**config.mk**
```make
export PLATFORM = sky130hd
export DESIGN_NAME = l1_bus_arb
export DESIGN_NICKNAME = d
export VERILOG_FILES = /design/src/rtl/l1_bus_arb.sv
export SDC_FILE = /design/constraint.sdc
export NUM_CORES = 1
export LEC_CHECK = 0
export BUFFER_PORTS_ARGS = -buffer_cell sky130_fd_sc_hd__buf_2
export CAP_MARGIN = 0
export CORE_AREA = 3 3 571 573
export DETAILED_ROUTE_END_ITERATION = 12
export DIE_AREA = 0 0 574 576
export GPL_TIMING_DRIVEN = 0
export SLEW_MARGIN = 10
export SYNTH_ARGS = -nofsm -noshare
export SYNTH_HDL_FRONTEND = slang
export SYNTH_SLANG_ARGS = --single-unit
```
**constraint.sdc**
```tcl
create_clock -name clk -period 13.72 [get_ports clk]
set_input_delay 0.686 -clock clk [delete_from_list [all_inputs] [get_ports clk]]
set_output_delay 0.686 -clock clk [all_outputs]
set_load 0.02 [all_outputs]
```
**src/rtl/l1_bus_arb.sv**
```systemverilog
`default_nettype none
// ============================================================================
//  Module   : l1_bus_arb
//  Purpose  : Shares the single line-wide L2/memory port between the L1
//             instruction refill port and the L1 data port. Round-robin by
//             default; define ARB_DMEM_PRIO_EN for fixed D-over-I priority.
//  Revision : 1.0  initial release
// ============================================================================
module l1_bus_arb #(
    parameter int LINE_W = 256,
    parameter int BLK_W  = 59
) (
    input  logic              clk,
    input  logic              rst,
    // imem refill port
    input  logic [BLK_W-1:0]  b_addr_i,
    input  logic              b_rd_i,
    output logic [LINE_W-1:0] b_data_i,
    output logic              b_dv_i,
    // dmem port
    input  logic [BLK_W-1:0]  b_addr_d,
    input  logic              b_rd_d,
    input  logic              b_wr_d,
    input  logic [LINE_W-1:0] b_wdata_d,
    output logic [LINE_W-1:0] b_data_d,
    output logic              b_dv_d,
    // memory port
    output logic [BLK_W-1:0]  m_addr,
    output logic [LINE_W-1:0] m_wdata,
    output logic              m_we,
    output logic              m_req,
    input  logic [LINE_W-1:0] m_rdata,
    input  logic              m_ack
);

    localparam logic [1:0] c_IDLE   = 2'd0;
    localparam logic [1:0] c_BUSY_I = 2'd1;
    localparam logic [1:0] c_BUSY_D = 2'd2;

    logic [1:0] r_state;
    logic       w_req_i;
    logic       w_req_d;
    logic       w_grant_i;
    logic       w_grant_d;

    assign w_req_i = b_rd_i;
    assign w_req_d = b_rd_d | b_wr_d;

`ifdef ARB_DMEM_PRIO_EN
    assign w_grant_d = w_req_d;
    assign w_grant_i = w_req_i & ~w_req_d;
`else
    // r_last_d = 1 when the data side held the most recent grant
    logic r_last_d;

    assign w_grant_i = w_req_i & (~w_req_d | r_last_d);
    assign w_grant_d = w_req_d & (~w_req_i | ~r_last_d);

    always_ff @(posedge clk or posedge rst) begin
        if (rst) begin
            r_last_d <= 1'b1;
        end else if (r_state == c_IDLE) begin
            if (w_grant_i)
                r_last_d <= 1'b0;
            else if (w_grant_d)
                r_last_d <= 1'b1;
        end
    end
`endif

    always_ff @(posedge clk or posedge rst) begin
        if (rst) begin
            r_state <= c_IDLE;
            m_req   <= 1'b0;
            m_we    <= 1'b0;
            m_addr  <= '0;
            m_wdata <= '0;
        end else begin
            case (r_state)
                c_IDLE: begin
                    if (w_grant_i) begin
                        r_state <= c_BUSY_I;
                        m_req   <= 1'b1;
                        m_we    <= 1'b0;
                        m_addr  <= b_addr_i;
                    end else if (w_grant_d) begin
                        r_state <= c_BUSY_D;
                        m_req   <= 1'b1;
                        m_we    <= b_wr_d;
                        m_addr  <= b_addr_d;
                        if (b_wr_d)
                            m_wdata <= b_wdata_d;
                    end
                end
                c_BUSY_I, c_BUSY_D: begin
                    // Memory-side fields stay frozen until the ack retires the transaction
                    if (m_ack) begin
                        r_state <= c_IDLE;
                        m_req   <= 1'b0;
                    end
                end
                default: begin
                    r_state <= c_IDLE;
                    m_req   <= 1'b0;
                end
            endcase
        end
    end

    assign b_dv_i   = (r_state == c_BUSY_I) & m_ack;
    assign b_dv_d   = (r_state == c_BUSY_D) & m_ack;
    assign b_data_i = m_rdata;
    assign b_data_d = m_rdata;

endmodule
`default_nettype wire

```
# After elaboration in Yosys (flattened, before gate mapping)
# Cells that the tools add are included.
classes:
  eq_ne: 4
  n_reduce_logical: 6
  bitwise: 11
  mux: 13
op_table:
  columns: ["cell", "n"]
  rows:
  - ["$mux W59", 2]
  - ["$mux W1", 6]
  - ["$mux W2", 3]
  - ["$and A1 B1 Y1", 4]
  - ["$not A1 Y1", 4]
  - ["$pmux W2 S2", 1]
  - ["$reduce_and A2 Y1", 2]
  - ["$reduce_and A4 Y1", 1]
  - ["$ne A3 B3 Y1 const B", 1]
  - ["$or A1 B1 Y1", 3]
  - ["$eq A2 B1 Y1 const B", 1]
  - ["$eq A2 B2 Y1 const B", 1]
  - ["$logic_not A2 Y1", 1]
  - ["$ne A2 B2 Y1 const B", 1]
  - ["$pmux W1 S2", 1]
  - ["$reduce_bool A2 Y1", 1]
  - ["$reduce_or A2 Y1", 1]
word_totals:
  wordCells: 40
  regBits: 320
  in_bits: 636
  output_inout_bits: 831

# Longest topological paths before layout
# Gate-level depths: netlist of the first run.
depth:
  depth_word: 6
  depth_mapped: 7

# Worst setup path after synthesis of the first run
# Ideal clock, no wire load.
synth_path:
  path_kind: "in2reg"
  from: "input port b_rd_i"
  to: "register m_wdata[0]"
  arrival_time_ps: 1764
  n_path_buf: 4
  cell_stages: 7
  setup_slack_ps: 11831
  path_cell_list: "buf_4 -> nand2_2 -> and3_1 -> buf_6 -> buf_8 -> buf_6 -> mux2_4"
synth_between:
  elab_chain_cells: 4
  word_cells_on_any_way: 6
synth_rtl:
  columns: ["item", "line", "text"]
  rows:
  - ["from (decl)", "17", "input logic b_rd_i,"]
  - ["$not A1 Y1", "57", "assign w_grant_d = w_req_d & (~w_req_i | ~r_last_d);"]
  - ["$or A1 B1 Y1", "57", null]
  - ["$and A1 B1 Y1", "57", null]
  - ["$reduce_and A4 Y1 (no line) (*)", null, null]
  - ["to (signal assigned)", "92", "m_wdata <= b_wdata_d;"]
  - ["to (decl)", "29", "output logic [LINE_W-1:0] m_wdata,"]
# Mark *: on every way between the ends. The rest lies on a longest branch, timed or not.
# A chain may end at the register's enable or synchronous reset.

# Final worst setup path of the first run
layout_path:
  from: "register r_state[0]"
  to: "register m_addr[5]"
layout_between:
  elab_chain_cells: 2
layout_rtl:
  columns: ["item", "line", "text"]
  rows:
  - ["from (decl)", "40", "logic [1:0] r_state;"]
  - ["from (signal assigned)", "73", "r_state <= c_IDLE;"]
  - ["from (signal assigned)", "82", "r_state <= c_BUSY_I;"]
  - ["from (signal assigned)", "87", "r_state <= c_BUSY_D;"]
  - ["$logic_not A2 Y1", "79", "case (r_state)"]
  - ["$reduce_and A2 Y1 (no line)", null, null]
  - ["to (signal assigned)", "85", "m_addr <= b_addr_i;"]
  - ["to (signal assigned)", "90", "m_addr <= b_addr_d;"]
  - ["to (decl)", "28", "output logic [BLK_W-1:0] m_addr,"]
# No other way between the ends.

==> reports/metrics.yaml, run 1 <==
run_status:
  status: "finished, final reports clean"
logic_synthesis:
  synth_area_mm2: 0.0174
  yosysSeqAreaShare: 0.459
  synth_nets: 2060
  avgSynthCellArea_um2: 12.3
  ys_types: 32
  synth_top_area_cell: "dfrtp_1"
  syn_inst: 1421
  synth_area_leaders: "dfrtp_1 (46%), buf_4 (22%), mux2_4 (20%), a31oi_1 (2.1%), o21ai_0 (1.8%)"
  synth-warning-count: 0
  ys_seq_elements: 320
  synth_top_area_share: 0.458
routing:
  firstDrtPassIters: 6
  highest_layer: "met5"
  wl_met3_mm: 23.0
  ant_nets: 0
  wl_mm: 210
  routed_via_density: 2.28
  routedLengthMet1_mm: 66.1
  wl_per_cell_um: 29.9
  drt_iter0_drc: 798
  wl_met2_mm: 108
  drc: 0
  vias: 16000
worst_setup_path:
  crit_type: "flip-flop to flip-flop"
  arrival_ns: 2.88
  required_ns: 14.24
  path_max_fanout: 10
  cp-start-kind: "flip-flop"
  crit_path_end_kind: "flip-flop"
  r2r_slack_ns: 11.36
grt:
  grt_max_degree: 115
  grt_pass1_wl_mm: 242
  grt.overflow.total: 0
  antenna_found_initial: 173
  track_usage: 0.121
  grt_pass1_vias: 15200
power:
  sw_frac_of_total: 0.499
  seqPwrFrac: 0.261
  net-switching-power_mw: 3.30
  power.density_mw_per_mm2: 218
  ir_drop_mv: 0.123
  power_mw: 6.61
  clkPwrFrac: 0.165
  p_int_mw: 3.31
  p_comb_frac: 0.574
  leakage_nw: 14.1
final_layout:
  drive_gt1_frac: 0.763
  final_cell_count_no_fill: 7033
  finalNetCount: 3313
  area_growth_pct: 74.1
clock_tree:
  cts_resized: 0
  clk_pin_slew_ns: 0.06
  clock_path_buffers: 3
  cts_setup_buffers: 0
  clk_root_buffer_cell: "clkbuf_16"
  cts_buffers: 38
  ctsHoldBuffers: 1
  cts_tree: "built"
  clock-sinks: 320
  h-tree-depth: 2
  worstSkewPairLatency_ns: 0.60
placed_design:
  pre_cts_slack_ns: 10.98
  dp_hpwl_mm: 198
  gp_congestion: 0.939
  port_buffers: 1209
  place_inst: 6938
timing:
  rsz0062_at_grt: "no"
  fmax_ghz: 0.425
  tns_ns: 0
  setup_viol: 0
  min_period_ns: 2.36
  hold_viol: 0
  period_share: 0.172
  relSlewSlack: 0.476
  tightest_slew_ns: 0.785
  worst_slack_ns: 11.36
  whs_ns: 0.293
  skew_ns: 0.0241
  drv_slew: 0
run:
  maxCapViolations: 0
floorplan:
  fp.dieH_um: 576
  core-area_mm2: 0.321
  io_pins: 1467
  die_w_um: 574
  initial_core_util: 0.0543
  die_area_mm2: 0.331
  rows: 208
min_path:
  hold_path.class: "input pin to flip-flop"
==> power groups by stage <==
stage               logic, mW  registers [mW]  clock network (mW)
floorplan                1.26            2.29                   0
global placement         4.02            1.72                   0
detailed placement       4.03            1.74                   0
CTS                      4.04            1.72                1.14
global route             4.05            1.79                1.17
finish                   3.79            1.72                1.09
==> cells in the final DEF (no fill, tap or decap), drive strengths merged <==
cell type / count
a31oi: 59
bufinv: 3
diode: 28
dfrtp: 319
buf: 1759
clkinv: 3
o31a: 1
nand2b: 1
dlygate4sd3: 1
o22ai: 2
o21ba: 1
nand2: 2
and3: 1
a21oi: 1
nor3: 1
clkinvlp: 2
nand3: 59
clkbuf: 85
o22a: 1
a32oi: 1
dfstp: 1
mux2: 256
nor2b: 1
o21bai: 2
and2: 2
o21ai: 62
inv: 11
ha: 3
nor2: 60
==> worst max-delay path: stages (launching register included) <==
cell and delay [ns]:
dfrtp_1 0.40, inv_1 0.11, ha_1 0.27, o31a_1 0.34, buf_2 0.31, clkbuf_2 0.52
nor2_1 0.08, a31oi_1 0.17
==> state kept, by name (all words and copies together) (netlist names) <==
signal and flops:
m_wdata 256, r_last_d 1, m_addr 59, r_state 2
m_req 1, m_we 1
==> final cells by class <==
| cell class | count | area, um^2 |
|---|---|---|
| Clock inverter | 13 | 183 |
| Sequential cell | 320 | 8010 |
| Tap cell | 4305 | 5390 |
| Fill cell | 37300 | 291000 |
| Antenna cell | 28 | 70.1 |
| Inverter | 6 | 30.0 |
| Clock buffer | 53 | 1130 |
| Multi-Input combinational cell | 516 | 5100 |
| Timing Repair Buffer | 1213 | 6140 |
| Buffer | 579 | 4320 |
==> worst paths after layout <==
| check | startpoint | to | depth (start not counted) |
|---|---|---|---|
| max in group asynchronous | rst | m_wdata[146]$_DFFE_PP0P_ | 5 |
| worst min-delay path | b_wdata_d[113] | m_wdata[113]$_DFFE_PP0P_ | 2 |
| worst min register to register | m_wdata[117]$_DFFE_PP0P_ | m_wdata[117]$_DFFE_PP0P_ | 1 |
| min in group asynchronous | rst | m_wdata[218]$_DFFE_PP0P_ | 3 |
| worst max register to register | r_state[0]$_DFFE_PP0P_ | m_addr[5]$_DFFE_PP0P_ | 7 |
| worst max-delay path | r_state[0]$_DFFE_PP0P_ | m_addr[5]$_DFFE_PP0P_ | 7 |
==> cells in the mapped netlist <==
cell type / n
mux2_1: 27
clkbuf_1: 32
o21ai_1: 1
and2_1: 2
nor3_1: 1
and3_1: 1
buf_8: 2
buf_2: 4
o21ai_0: 61
a32oi_1: 1
o21bai_1: 2
nand2_1: 1
buf_1: 3
a21oi_1: 1
inv_2: 1
nand2b_1: 1
ha_1: 3
a31oi_1: 59
nand3_1: 59
buf_6: 25
dfrtp_1: 319
mux2_4: 229
o21ba_2: 1
o22a_1: 1
dfstp_2: 1
nor2b_1: 1
o31a_1: 1
buf_4: 513
nor2_1: 60
nand2_2: 1
o22ai_1: 2
inv_1: 5
==> cell families after synthesis <==
| logic type | after synthesis | synth area share |
|---|---|---|
| buffers and inverters | 585 | 0.249 |
| multiplexers | 256 | 0.215 |
| AND/OR/NAND/NOR | 127 | 0.0325 |
| flip-flops | 320 | 0.459 |
| AO/OA/AOI/OAI | 130 | 0.0429 |
| adder cells (fa/ha/maj) | 3 | 0.00215 |
==> per-stage QoR <==
stage	utilization	cell area [um^2]
2_1_floorplan	-	17400
3_3_place_gp	0.0899	28900
3_5_place_dp	0.0902	29000
4_1_cts	0.0944	30300
5_1_grt	0.0944	30300
6_report	0.0946	30400
==> metal layers <==
| layer | GRT usage | up-vias |
|---|---|---|
| li1 | - | 6834 |
| met1 | 0.114 | 7556 |
| met2 | 0.225 | 1302 |
| met3 | 0.0528 | 318 |
| met4 | 0.0575 | 32 |
| met5 | 0 | - |
Power figures use the tool's default switching activity.
==> inputs of run 2 (changes only) <==
--- a/config.mk
+++ b/config.mk
@@ -5,11 +5,12 @@
 export SDC_FILE = /design/constraint.sdc
 export NUM_CORES = 1
 export LEC_CHECK = 0
+export ABC_AREA = 1
 export BUFFER_PORTS_ARGS = -buffer_cell sky130_fd_sc_hd__buf_2
 export CAP_MARGIN = 0
-export CORE_AREA = 3 3 571 573
+export CORE_AREA = 3 3 574 576
 export DETAILED_ROUTE_END_ITERATION = 12
-export DIE_AREA = 0 0 574 576
+export DIE_AREA = 0 0 577 579
 export GPL_TIMING_DRIVEN = 0
 export SLEW_MARGIN = 10
 export SYNTH_ARGS = -nofsm -noshare
==> constraint.sdc (replaced) <==
create_clock -name clk -period 1.9 [get_ports clk]
set_input_delay 0.095 -clock clk [delete_from_list [all_inputs] [get_ports clk]]
set_output_delay 0.095 -clock clk [all_outputs]
set_load 0.02 [all_outputs]
==> run 2 against run 1 <==
Effect of this change:
- synthesized cell count is 51% higher
- wire length is 13% higher
- synthesized area is 1.2% higher
- sequential power grew to 7.3 times the previous value
- non-clock buffer count is 418 higher
- maximum frequency is 30% higher
- critical path depth is 1 higher
- power grew to 6.8 times the previous value
- via count is 34% higher
- flip-flop and latch count stayed put
- highest routed layer unchanged
- first-iteration DRC count is 58% higher
- cell area is 15% higher
==> reports/metrics.yaml, run 2 <==
run_status:
  status: "finished, final reports clean"  # unchanged
timing:
  hold_viol: 0  # unchanged
  drv_slew: 0  # unchanged
  fmax_ghz: 0.552  # was 0.425 GHz
  tightest_slew_ns: 1.07  # was 0.785 ns
  rsz0062_at_grt: "yes"  # was no
  tns_ns: 0  # unchanged
  setup_viol: 0  # unchanged
  relSlewSlack: 0.284  # was 0.476
  min_period_ns: 1.81  # was 2.36 ns
  period_share: 0.954  # was 0.172
  skew_ns: 0.0485  # was 0.0241 ns
clock_tree:
  cts_tree: "built"  # unchanged
  clock_path_buffers: 3  # unchanged
  clock-sinks: 320  # unchanged
  worstSkewPairLatency_ns: 0.69  # was 0.60 ns
  h-tree-depth: 2  # unchanged
  cts_buffers: 45  # was 38
  clk_pin_slew_ns: 0.06  # about the same
  clk_root_buffer_cell: "clkbuf_16"  # unchanged
grt:
  grt_pass1_wl_mm: 278  # was 242 mm
  antenna_found_initial: 280  # was 173
  grt_max_degree: 36  # was 115
  grt.overflow.total: 0  # unchanged
  grt_pass1_vias: 20400  # was 15200
  track_usage: 0.136  # was 0.121
routing:
  firstDrtPassIters: 8  # was 6
  wl_mm: 238  # was 210 mm
  vias: 21500  # was 16000
  drc: 0  # unchanged
  wl_per_cell_um: 28.8  # was 29.9 um
  routed_via_density: 2.61  # was 2.28
  drt_iter0_drc: 1264  # was 798
  ant_nets: 0  # unchanged
logic_synthesis:
  synth_flop_cell: "dfrtp_1"  # unchanged
  synthAdderAreaFrac: 0.00213  # was 0.00215
  yosys-top-cells-count: "buf_4 (520), nand2_1 (392), inv_1 (382), dfrtp_1 (319), o21ai_0 (217)"  # was buf_4 (513), dfrtp_1 (319), mux2_4 (229), o21ai_0 (61), nor2_1 (60)
  synthXorXnorAreaFrac: 0  # unchanged
  synthSimpleGateAreaFrac: 0.136  # was 0.0325
  synth_top_area_share: 0.452  # was 0.458
  synth_area_mm2: 0.0176  # was 0.0174 mm^2
  ys_seq_elements: 320  # unchanged
  synth_top_family_by_area: "buffers and inverters"  # unchanged
  synth_edf_count: 0  # unchanged
  avgSynthCellArea_um2: 8.23  # was 12.3 um^2
  yosysSeqAreaShare: 0.454  # was 0.459
  synth_mux_area_frac: 0  # was 0.215
  ys_types: 17  # was 32
  syn_inst: 2145  # was 1421
  synthArstFlopShare: 1.00  # unchanged
  synth-warning-count: 0  # unchanged
  synth_area_leaders: "dfrtp_1 (45%), buf_4 (22%), nand2_1 (8.3%), inv_1 (8.1%), o21ai_0 (6.2%)"  # was dfrtp_1 (46%), buf_4 (22%), mux2_4 (20%), a31oi_1 (2.1%), o21ai_0 (1.8%)
  synth_top_area_cell: "dfrtp_1"  # unchanged
  synth_most_common_cell: "buf_4"  # unchanged
  synth_nets: 2784  # was 2060
  synth_compound_area_frac: 0.0744  # was 0.0429
placed_design:
  place_inst: 7690  # was 6938
  dp_hpwl_mm: 220  # was 198 mm
  port_buffers: 1209  # unchanged
  gp_congestion: 0.927  # was 0.939
power:
  ir_drop_mv: 0.703  # was 0.123 mV
  power.density_mw_per_mm2: 1280  # was 218 mW/mm^2
  leakage_nw: 18.0  # was 14.1 nW
worst_setup_path:
  cp_slowest_cell: "dfrtp_1"  # was clkbuf_2
  arrival_ns: 2.33  # was 2.88 ns
  path_max_fanout: 10  # unchanged
  crit_type: "flip-flop to flip-flop"  # unchanged
  r2r_slack_ns: 0.09  # was 11.36 ns
  path_cells: "inv_1, ha_2, nand3_4, buf_4, buf_8, buf_2, nand2_1, o21ai_0"  # was inv_1, ha_1, o31a_1, buf_2, clkbuf_2, nor2_1, a31oi_1
  cp-start-kind: "flip-flop"  # unchanged
  crit_path_end_kind: "flip-flop"  # unchanged
  max_stage_delay_ns: 0.40  # was 0.52 ns
  required_ns: 2.42  # was 14.24 ns
final_layout:
  largest_reg_flops: 256  # unchanged
  n_fill_cell: 37700  # was 37300
  finalNetCount: 4436  # was 3313
  regMostFlops: "m_wdata"  # unchanged
  most-common-layout-cells: "buf_2 (1244), buf_4 (525), nand2_1 (392)"  # was buf_2 (1213), buf_4 (513), dfrtp_1 (319)
  area_growth_pct: 98.1  # was 74.1%
  layout.cells.most_common: "buf_2"  # unchanged
  final_cell_count_no_fill: 8240  # was 7033
  largest_registers: "m_wdata: 256 flops, m_addr: 59 flops, r_state: 2 flops"  # unchanged
  drive_gt1_frac: 0.496  # was 0.763
run:
  maxCapViolations: 0  # unchanged
floorplan:
  initial_core_util: 0.0544  # was 0.0543
  die_w_um: 577  # was 574 um
  rows: 209  # was 208
  core-area_mm2: 0.324  # was 0.321 mm^2
  io_pins: 1467  # unchanged
  fp.dieH_um: 579  # was 576 um
  die_area_mm2: 0.334  # was 0.331 mm^2
min_path:
  hold_path.class: "input pin to flip-flop"  # unchanged
run 2: routing by layer:
layer  global-route usage  vias to the layer above  share of wire
li1                     -                     9411              -
met2                0.221                     1567           0.45
met4               0.0308                      250          0.032
met1                0.123                     9702           0.31
met3                0.126                      617           0.20
met5              0.00539                        -         0.0078
run 2: report_power, final:
group          internal, mW  leakage (nW)  switching (mW)
clock                  4.90         0.704            3.81
combinational          6.62          13.3            16.9
sequential             10.1          3.94            2.45
run 2: worst paths after layout:
check                                              from  cells after the start                 endpoint
min in group asynchronous                           rst                      5  m_wdata[31]$_DFFE_PP0P_
worst max register to register   r_state[0]$_DFFE_PP0P_                      8  m_wdata[88]$_DFFE_PP0P_
max in group asynchronous                           rst                     10     r_last_d$_DFFE_PP1P_
worst min register to register  m_wdata[74]$_DFFE_PP0P_                      2  m_wdata[74]$_DFFE_PP0P_
worst min-delay path                             b_rd_i                      5    m_addr[0]$_DFFE_PP0P_
worst max-delay path             r_state[0]$_DFFE_PP0P_                      8  m_wdata[88]$_DFFE_PP0P_
run 2: layout make-up:
cell class	instances	area [um^2]	share of cell area
clock buffer	59	1240	0.0355
clock inverter	20	208	0.00594
multi-input combinational	837	3760	0.108
inverter	383	1440	0.0412
sequential	320	8010	0.229
antenna	86	215	0.00616
timing repair buffer	1605	10200	0.291
tap	4325	5410	0.155
buffer	605	4510	0.129
run 2: through the flow:
step | util | hold WS, ns | total power [mW] | cell area (um^2) | setup WS, ns
finish | 0.108 | 0.125 | 44.9 | 35000 | 0.0878
global route | 0.107 | 0.0684 | 47.8 | 34800 | -0.0301
CTS | 0.107 | 0.0130 | 46.0 | 34700 | -0.0123
detailed placement | 0.0905 | 0.189 | 35.7 | 29300 | -0.528
global placement | 0.0898 | 0.340 | 35.5 | 29100 | -5.71
floorplan | - | 0.224 | 22.5 | 17600 | -2.46
run 2: repair_timing:
item | in CTS | in global routing
resized for setup | 18 | 15
endpoints found under the setup margin | 267 | 79
hold buffers | 380 | 0
gates cloned | 0 | 0
hold endpoints to repair | 416 | 0
pin swaps | 1 | 0
setup buffers | 5 | 0
run 2: logic make-up (layout without fill, tap and decap cells):
group,Yosys count,in the layout
other cells,0,86
buf+inv,988,2672
compound gates,260,260
fa+ha+maj,3,3
simple gates,574,574
flops,320,320
run 2: worst max-delay path: cells and delay by family (launching register included):
| family | cells | cell delay [ns] |
|---|---|---|
| and+or+nand+nor | 2 | 0.24 |
| adders and majority gates | 1 | 0.23 |
| DFF | 1 | 0.40 |
| buffers and inverters | 4 | 0.68 |
| AOI/OAI and AO/OA | 1 | 0.09 |
